[src/rtl/jtag_tap_multi.sv]
// IEEE 1149.1 TAP with IDCODE, BYPASS and NUM_USER user data registers, each with capture/update strobes.
// Optional 32-bit read-only USERCODE register at IDCODE_OP-1 when JTAG_TAP_MULTI_USERCODE_EN is defined.
module jtag_tap_multi #(
    parameter int          IR_LEN       = 5,
    parameter logic [3:0]  ID_PARTVER   = 4'h0,
    parameter logic [15:0] ID_PARTNUM   = 16'h0000,
    parameter logic [10:0] ID_MANF      = 11'h000,
    parameter int          NUM_USER     = 4,
    parameter int          USER_LEN     = 32,
    parameter int          USER_BASE_OP = 8
) (
    input  logic                         tck,
    input  logic                         trst,
    input  logic                         tms,
    input  logic                         tdi,
    output logic                         tdo,
    output logic                         tdo_en,
    input  logic [NUM_USER*USER_LEN-1:0] user_in,
    output logic [NUM_USER*USER_LEN-1:0] user_out,
    output logic [NUM_USER-1:0]          user_upd,
    output logic [NUM_USER-1:0]          user_cap,
`ifdef JTAG_TAP_MULTI_USERCODE_EN
    input  logic [31:0]                  usercode,
`endif
    output logic [3:0]                   tap_state
);

    typedef enum logic [3:0] {
        TLR     = 4'hF, RTI     = 4'hC,
        SEL_DR  = 4'h7, CAP_DR  = 4'h6, SH_DR   = 4'h2, EX1_DR  = 4'h1,
        PAU_DR  = 4'h3, EX2_DR  = 4'h0, UPD_DR  = 4'h5,
        SEL_IR  = 4'h4, CAP_IR  = 4'hE, SH_IR   = 4'hA, EX1_IR  = 4'h9,
        PAU_IR  = 4'hB, EX2_IR  = 4'h8, UPD_IR  = 4'hD
    } state_t;

    typedef enum logic [1:0] {SEL_BYP, SEL_ID, SEL_USER, SEL_UC} sel_t;

    localparam int                IDCODE_INT = (1 << IR_LEN) - 2;
    localparam logic [IR_LEN-1:0] IDCODE_OP  = IR_LEN'(IDCODE_INT);
    localparam logic [31:0]       IDCODE_VAL = {ID_PARTVER, ID_PARTNUM, ID_MANF, 1'b1};
    localparam int                IDX_W      = (NUM_USER > 1) ? $clog2(NUM_USER) : 1;
`ifdef JTAG_TAP_MULTI_USERCODE_EN
    localparam logic [IR_LEN-1:0] USERCODE_OP = IR_LEN'(IDCODE_INT - 1);
    localparam int                OP_LIMIT    = IDCODE_INT - 1;
`else
    localparam int                OP_LIMIT    = IDCODE_INT;
`endif

    if (IR_LEN < 4 || NUM_USER < 1 || NUM_USER > 8 || USER_LEN < 1 || USER_LEN > 64 ||
        USER_BASE_OP + NUM_USER - 1 >= OP_LIMIT) begin : g_bad_cfg
        $error("jtag_tap_multi: illegal parameter combination");
    end

    state_t              state;
    state_t              nxt;
    logic [IR_LEN-1:0]   ir;
    logic [IR_LEN-1:0]   ir_sr;
    logic [31:0]         dr32;
    logic                byp;
    logic [USER_LEN-1:0] user_sr;
    logic [USER_LEN:0]   user_cat;
    sel_t                sel;
    logic [IDX_W-1:0]    user_idx;
    logic [NUM_USER-1:0] user_hit;
    logic                dr_lsb;

    function automatic state_t next_state(input state_t s, input logic m);
        case (s)
            TLR:     next_state = m ? TLR    : RTI;
            RTI:     next_state = m ? SEL_DR : RTI;
            SEL_DR:  next_state = m ? SEL_IR : CAP_DR;
            CAP_DR:  next_state = m ? EX1_DR : SH_DR;
            SH_DR:   next_state = m ? EX1_DR : SH_DR;
            EX1_DR:  next_state = m ? UPD_DR : PAU_DR;
            PAU_DR:  next_state = m ? EX2_DR : PAU_DR;
            EX2_DR:  next_state = m ? UPD_DR : SH_DR;
            UPD_DR:  next_state = m ? SEL_DR : RTI;
            SEL_IR:  next_state = m ? TLR    : CAP_IR;
            CAP_IR:  next_state = m ? EX1_IR : SH_IR;
            SH_IR:   next_state = m ? EX1_IR : SH_IR;
            EX1_IR:  next_state = m ? UPD_IR : PAU_IR;
            PAU_IR:  next_state = m ? EX2_IR : PAU_IR;
            EX2_IR:  next_state = m ? UPD_IR : SH_IR;
            UPD_IR:  next_state = m ? SEL_DR : RTI;
            default: next_state = TLR;
        endcase
    endfunction

    assign nxt       = next_state(state, tms);
    assign tap_state = state;
    assign user_cat  = {tdi, user_sr};

    // Instruction decode from the active (shadow) IR; anything unrecognised is BYPASS.
    always_comb begin
        sel      = SEL_BYP;
        user_idx = '0;
        user_hit = '0;
        if (ir == IDCODE_OP) sel = SEL_ID;
`ifdef JTAG_TAP_MULTI_USERCODE_EN
        if (ir == USERCODE_OP) sel = SEL_UC;
`endif
        for (int k = 0; k < NUM_USER; k++) begin
            if (ir == IR_LEN'(USER_BASE_OP + k)) begin
                sel         = SEL_USER;
                user_idx    = IDX_W'(k);
                user_hit[k] = 1'b1;
            end
        end
    end

    always_comb begin
        dr_lsb = byp;
        case (sel)
            SEL_ID, SEL_UC: dr_lsb = dr32[0];
            SEL_USER:       dr_lsb = user_sr[0];
            default:        dr_lsb = byp;
        endcase
    end

    always_ff @(posedge tck) begin
        if (trst) begin
            state    <= TLR;
            ir       <= IDCODE_OP;
            ir_sr    <= '0;
            dr32     <= '0;
            byp      <= 1'b0;
            user_sr  <= '0;
            user_out <= '0;
            user_cap <= '0;
            user_upd <= '0;
        end else begin
            state    <= nxt;
            // Strobes are registered from the next state so they align with the state itself.
            user_cap <= (nxt == CAP_DR) ? user_hit : '0;
            user_upd <= (nxt == UPD_DR) ? user_hit : '0;
            case (state)
                TLR:    ir    <= IDCODE_OP;
                CAP_IR: ir_sr <= IR_LEN'(1);
                SH_IR:  ir_sr <= {tdi, ir_sr[IR_LEN-1:1]};
                UPD_IR: ir    <= ir_sr;
                CAP_DR: begin
                    case (sel)
                        SEL_ID:   dr32    <= IDCODE_VAL;
`ifdef JTAG_TAP_MULTI_USERCODE_EN
                        SEL_UC:   dr32    <= usercode;
`endif
                        SEL_USER: user_sr <= user_in[user_idx*USER_LEN +: USER_LEN];
                        default:  byp     <= 1'b0;
                    endcase
                end
                SH_DR: begin
                    case (sel)
                        SEL_ID, SEL_UC: dr32    <= {tdi, dr32[31:1]};
                        SEL_USER:       user_sr <= user_cat[USER_LEN:1];
                        default:        byp     <= tdi;
                    endcase
                end
                UPD_DR: begin
                    if (sel == SEL_USER)
                        user_out[user_idx*USER_LEN +: USER_LEN] <= user_sr;
                end
                default: ;
            endcase
        end
    end

    always_ff @(negedge tck) begin
        tdo_en <= (state == SH_DR) || (state == SH_IR);
        if (state == SH_IR)      tdo <= ir_sr[0];
        else if (state == SH_DR) tdo <= dr_lsb;
        else                     tdo <= 1'b0;
    end

endmodule

[config.mk]
export PLATFORM = sky130hd
export DESIGN_NAME = jtag_tap_multi
export DESIGN_NICKNAME = d
export VERILOG_FILES = /design/src/rtl/jtag_tap_multi.sv
export SDC_FILE = /design/constraint.sdc
export NUM_CORES = 1
export LEC_CHECK = 0
export CORE_ASPECT_RATIO = 2
export CORE_MARGIN = 2
export CORE_UTILIZATION = 30
export CTS_BUF_LIST = sky130_fd_sc_hd__clkbuf_4
export DETAILED_ROUTE_END_ITERATION = 12
export GPL_TIMING_DRIVEN = 0
export RECOVER_POWER = 50
export SYNTH_ARGS = -nofsm -noshare
export SYNTH_HDL_FRONTEND = slang
export SYNTH_SLANG_ARGS = --single-unit
[constraint.sdc]
create_clock -name tck -period 3.1 [get_ports tck]
set_input_delay 0.62 -clock tck [delete_from_list [all_inputs] [get_ports tck]]
set_output_delay 0.62 -clock tck [all_outputs]
set_load 0.05 [all_outputs]
==> flow_summary.html <==
<table>
<tr><th>Metric</th><th>Value</th></tr>
<tr><th colspan="2">Final layout</th></tr>
<tr><td>Layout Nets</td><td>1521</td></tr>
<tr><td>Fraction of layout cells with a size suffix above 1</td><td>11.66%</td></tr>
<tr><td>Post-route non-filler standard cell count</td><td>1779</td></tr>
<tr><td>Post-route core utilization</td><td>43.08%</td></tr>
<tr><td>Fin area</td><td>12950 µm²</td></tr>
<tr><td>Synthesis-to-layout area growth</td><td>42.27%</td></tr>
<tr><th colspan="2">Worst setup path</th></tr>
<tr><td>Launching element type of the critical path</td><td>flip-flop</td></tr>
<tr><td>Buffers &amp; Inverters on Critical Path</td><td>1</td></tr>
<tr><td>Reg2reg end</td><td>tdo$_DFF_N_</td></tr>
<tr><td>Worst Setup SP</td><td>ir[2]$_SDFFE_PP1P_</td></tr>
<tr><td>CP top delay family</td><td>compound AO/OA/AOI/OAI gates</td></tr>
<tr><td>Arrival time at the worst endpoint</td><td>2290 ps</td></tr>
<tr><td>Data required time of the critical path</td><td>2080 ps</td></tr>
<tr><td>Slowest library cell on the worst path</td><td>dfxtp_1</td></tr>
<tr><td>Levels on crit path</td><td>5</td></tr>
<tr><td>Register-to-register path setup slack</td><td>-210 ps</td></tr>
<tr><td>Launch point of the worst reg-to-reg path</td><td>ir[2]$_SDFFE_PP1P_</td></tr>
<tr><td>Worst Setup End Kind</td><td>flip-flop</td></tr>
<tr><td>Delay of the slowest cell on the worst path</td><td>400 ps</td></tr>
<tr><td>CP Capture Point</td><td>tdo$_DFF_N_</td></tr>
<tr><td>Critical-path maximum fanout</td><td>6</td></tr>
<tr><td>Depth of the worst register-to-register path</td><td>5</td></tr>
<tr><td>WS Path Type</td><td>flip-flop to flip-flop</td></tr>
<tr><td>Cell-by-cell trace of the critical path</td><td>clkbuf_1 -&gt; nand2_1 -&gt; ha_1 -&gt; a221oi_4 -&gt; o22ai_2</td></tr>
<tr><th colspan="2">Timing</th></tr>
<tr><td>Max transition margin</td><td>43.21%</td></tr>
<tr><td>Fin. max-slew vios</td><td>0</td></tr>
<tr><td>Least-Margin Pin Slew</td><td>851.8 ps</td></tr>
<tr><td>Final count of hold timing violations</td><td>0</td></tr>
<tr><td>Final Setup Violations</td><td>9</td></tr>
<tr><td>RSZ-0062 raised after global routing</td><td>true</td></tr>
<tr><td>Final setup margin</td><td>-209.8 ps</td></tr>
<tr><td>Clock skew</td><td>36.21 ps</td></tr>
<tr><th colspan="2">Place</th></tr>
<tr><td>Pre-CTS worst setup slack</td><td>-584.4 ps</td></tr>
<tr><td>Dpl cell area</td><td>12290 µm²</td></tr>
<tr><td>Post-detailed-placement half-perimeter wirelength</td><td>28200 µm</td></tr>
<tr><td>Total instance count after detailed placement</td><td>1691</td></tr>
<tr><td>Port buffer count</td><td>271</td></tr>
<tr><td>Final GP Congestion</td><td>0.8897</td></tr>
<tr><th colspan="2">Logic synthesis</th></tr>
<tr><td>Primary FF master, synth</td><td>dfxtp_1</td></tr>
<tr><td>Number of distinct library cells after synthesis</td><td>48</td></tr>
<tr><td>Mean post-synth cell area</td><td>8.655 µm²</td></tr>
<tr><td>Most common cell in the netlist</td><td>dfxtp_1</td></tr>
<tr><td>Syn. warnings</td><td>0</td></tr>
<tr><td>Total of flip-flops plus latches after synthesis</td><td>217</td></tr>
<tr><td>Net count after synthesis</td><td>1190</td></tr>
<tr><td>Area contributors post-synth</td><td>dfxtp_1 (48%), a21oi_1 (7.5%), nand2_1 (7.3%)</td></tr>
<tr><td>EDFF count, synth</td><td>0</td></tr>
<tr><td>Most instantiated cells after synthesis</td><td>dfxtp_1 (217), nand2_1 (177), a21oi_1 (137)</td></tr>
<tr><td>Area share of the leading cell type in the synthesized netlist</td><td>47.71%</td></tr>
<tr><td>Synthesized cell area</td><td>9105 µm²</td></tr>
<tr><td>Synthesized instance count</td><td>1052</td></tr>
<tr><td>Asr flop ratio synth</td><td>0%</td></tr>
<tr><td>Leading area contributor after synthesis</td><td>dfxtp_1</td></tr>
<tr><td>Sequential-to-total area share from yosys stat</td><td>47.71%</td></tr>
<tr><th colspan="2">Power</th></tr>
<tr><td>Power density over cell area</td><td>425.2 nW/µm²</td></tr>
<tr><td>Tot Pwr</td><td>5508 µW</td></tr>
<tr><td>Max IR drop VDD</td><td>0.1727 mV</td></tr>
<tr><td>Leak pwr</td><td>0.005061 µW</td></tr>
<tr><th colspan="2">Routing</th></tr>
<tr><td>DRC violation count after routing</td><td>0</td></tr>
<tr><td>ANT nets after route</td><td>0</td></tr>
<tr><td>Detailed Route Iter0 Violations</td><td>688</td></tr>
<tr><td>Vias per Instance</td><td>5.292</td></tr>
<tr><td>Detailed-router iteration count before antenna repair</td><td>5</td></tr>
<tr><td>Routed wire length per instance</td><td>20.94 µm</td></tr>
<tr><td>Routed vias</td><td>9415</td></tr>
<tr><td>Total wire length</td><td>37250 µm</td></tr>
<tr><th colspan="2">GRT</th></tr>
<tr><td>Pin count of the biggest net entering global routing</td><td>13</td></tr>
<tr><td>Global router's overall resource usage</td><td>22.86%</td></tr>
<tr><td>Number of global-route vias before repair</td><td>9419</td></tr>
<tr><td>First-pass GRT wire length</td><td>55170 µm</td></tr>
<tr><td>Number of antenna violations at the first check in global routing</td><td>4</td></tr>
<tr><td>Total global routing overflow</td><td>0</td></tr>
<tr><th colspan="2">Clocking</th></tr>
<tr><td>Clock tree from TritonCTS</td><td>done</td></tr>
<tr><td>Latest clock arrival within the worst-skew pair</td><td>690 ps</td></tr>
<tr><td>Number of buffers created by CTS</td><td>50</td></tr>
<tr><td>Buffer depth of the longest clock path</td><td>3</td></tr>
<tr><td>Clock root buffer</td><td>clkbuf_4</td></tr>
<tr><td>CTS Hold Bufs</td><td>0</td></tr>
<tr><td>Level count of the clock H-tree</td><td>2</td></tr>
<tr><td>Number of clock sinks</td><td>217</td></tr>
<tr><td>Worst-path clk slew</td><td>70 ps</td></tr>
<tr><th colspan="2">Floorplanning</th></tr>
<tr><td>Initial Util</td><td>30.28%</td></tr>
<tr><td>Die outline area</td><td>31840 µm²</td></tr>
<tr><td>Placeable core area</td><td>30070 µm²</td></tr>
<tr><td>Core Rows</td><td>90</td></tr>
<tr><td>Die outline width</td><td>127.2 µm</td></tr>
<tr><td>Y dimension of the die</td><td>250.4 µm</td></tr>
<tr><td>Count of boundary I/O pins</td><td>274</td></tr>
<tr><th colspan="2">Flow run</th></tr>
<tr><td>Maxcap violations</td><td>0</td></tr>
<tr><th colspan="2">Status</th></tr>
<tr><td>Result of the run</td><td>finished, violations left</td></tr>
<tr><td>Violated checks</td><td>negative setup slack</td></tr>
<tr><th colspan="2">Worst hold path</th></tr>
<tr><td>Worst min path class</td><td>input port to flip-flop</td></tr>
</table>
[where the power goes]
part | switching (µW) | internal (µW)
combinational | 306 | 283
clock | 1110 | 986
sequential | 20.6 | 2800
total | 1440 | 4070
[metrics by stage]
| stage | hold WS (ps) | setup TNS (ps) |
|---|---|---|
| 2_1_floorplan | 441.6 | 0 |
| 3_3_place_gp | 439.2 | -7672 |
| 3_5_place_dp | 443.6 | -13200 |
| 4_1_cts | 329.0 | -514.8 |
| 5_1_grt | 402.9 | -5036 |
| 6_report | 376.9 | -644.5 |
[sequential cells by signal, summed over array words and instances (netlist names)]
signal     count
tdo_en         1
tdo            1
user_upd       4
ir_sr          5
user_cap       4
byp            1
user_out     128
tap_state      4
ir             5
dr32          32
user_sr       32
[final cells by class]
| cell class | count | area [µm²] |
|---|---|---|
| fillers | 3070 | 17110 |
| clock buffers | 67 | 503.0 |
| clock inverters | 11 | 41.29 |
| diodes | 4 | 10.01 |
| well taps | 368 | 460.4 |
| repair buffers | 282 | 2794 |
| plain buffers | 98 | 436.7 |
| flip-flops and latches | 217 | 4359 |
| multi-input cells | 725 | 4320 |
| inverters | 7 | 28.78 |
[cell families (layout without fill, tap and decap cells)]
family	count (synthesis)	in the layout	share of synthesized area [%]
other	0	4	0
buffers and inverters	110	465	5.346
flip-flops	217	217	47.71
adder cells (fa/ha/maj)	6	6	0.8245
AND/OR/NAND/NOR	375	375	19.05
multiplexers	33	33	4.054
AO/OA/AOI/OAI	311	311	23.02
[worst min path at each step]
stage,endpoint,depth (start not counted),start
2_1_floorplan,byp$_SDFFE_PP0P_,2,byp$_SDFFE_PP0P_
3_3_place_gp,user_out[26]$_SDFFE_PP0P_,2,user_out[26]$_SDFFE_PP0P_
4_1_cts,user_upd[0]$_SDFF_PP0_,3,tms
6_report,tap_state[3]$_SDFF_PP1_,4,tms
5_1_grt,tap_state[1]$_SDFF_PP1_,3,tms
3_5_place_dp,user_out[16]$_SDFFE_PP0P_,2,user_out[16]$_SDFFE_PP0P_
[placed cells by master, fill, tap and decap left out, drive strengths merged, types with 4 or more instances in the layout]
cell type	n
buf	39
nand2	177
nor2	50
dlygate4sd3	112
clkinv	8
nor3	12
nand3	102
a211oi	31
inv	10
a32oi	31
and3	9
dfxtp	217
clkbuf	139
nor3b	4
mux2	31
a21oi	137
a221oi	32
o21ai	9
diode	4
a21o	31
clkdlybuf4s50	157
ha	6
a22o	32
[worst register-to-register path, stage by stage, from the launching register on]
cell and delay, ps:
dfxtp_1 400, clkbuf_1 270, nand2_1 190, ha_1 270, a221oi_4 320, o22ai_2 150
[timing repair]
action / 4_1_cts / 5_1_grt
gates cloned: 0 / 0
pin swaps: 6 / 5
resized for setup: 43 / 6
hold endpoints to repair: 0 / 0
setup buffers: 10 / 1
setup endpoints to repair: 125 / 27
[layer usage]
metal	global-route usage, %	part of all wire, %	vias up
li1	-	-	4487
met4	14.25	6.3	0
met5	0	0	-
met1	22.58	34	4418
met2	43.72	54	407
met3	3.246	5.3	103
Note: power is estimated with default switching activity, not from simulation.
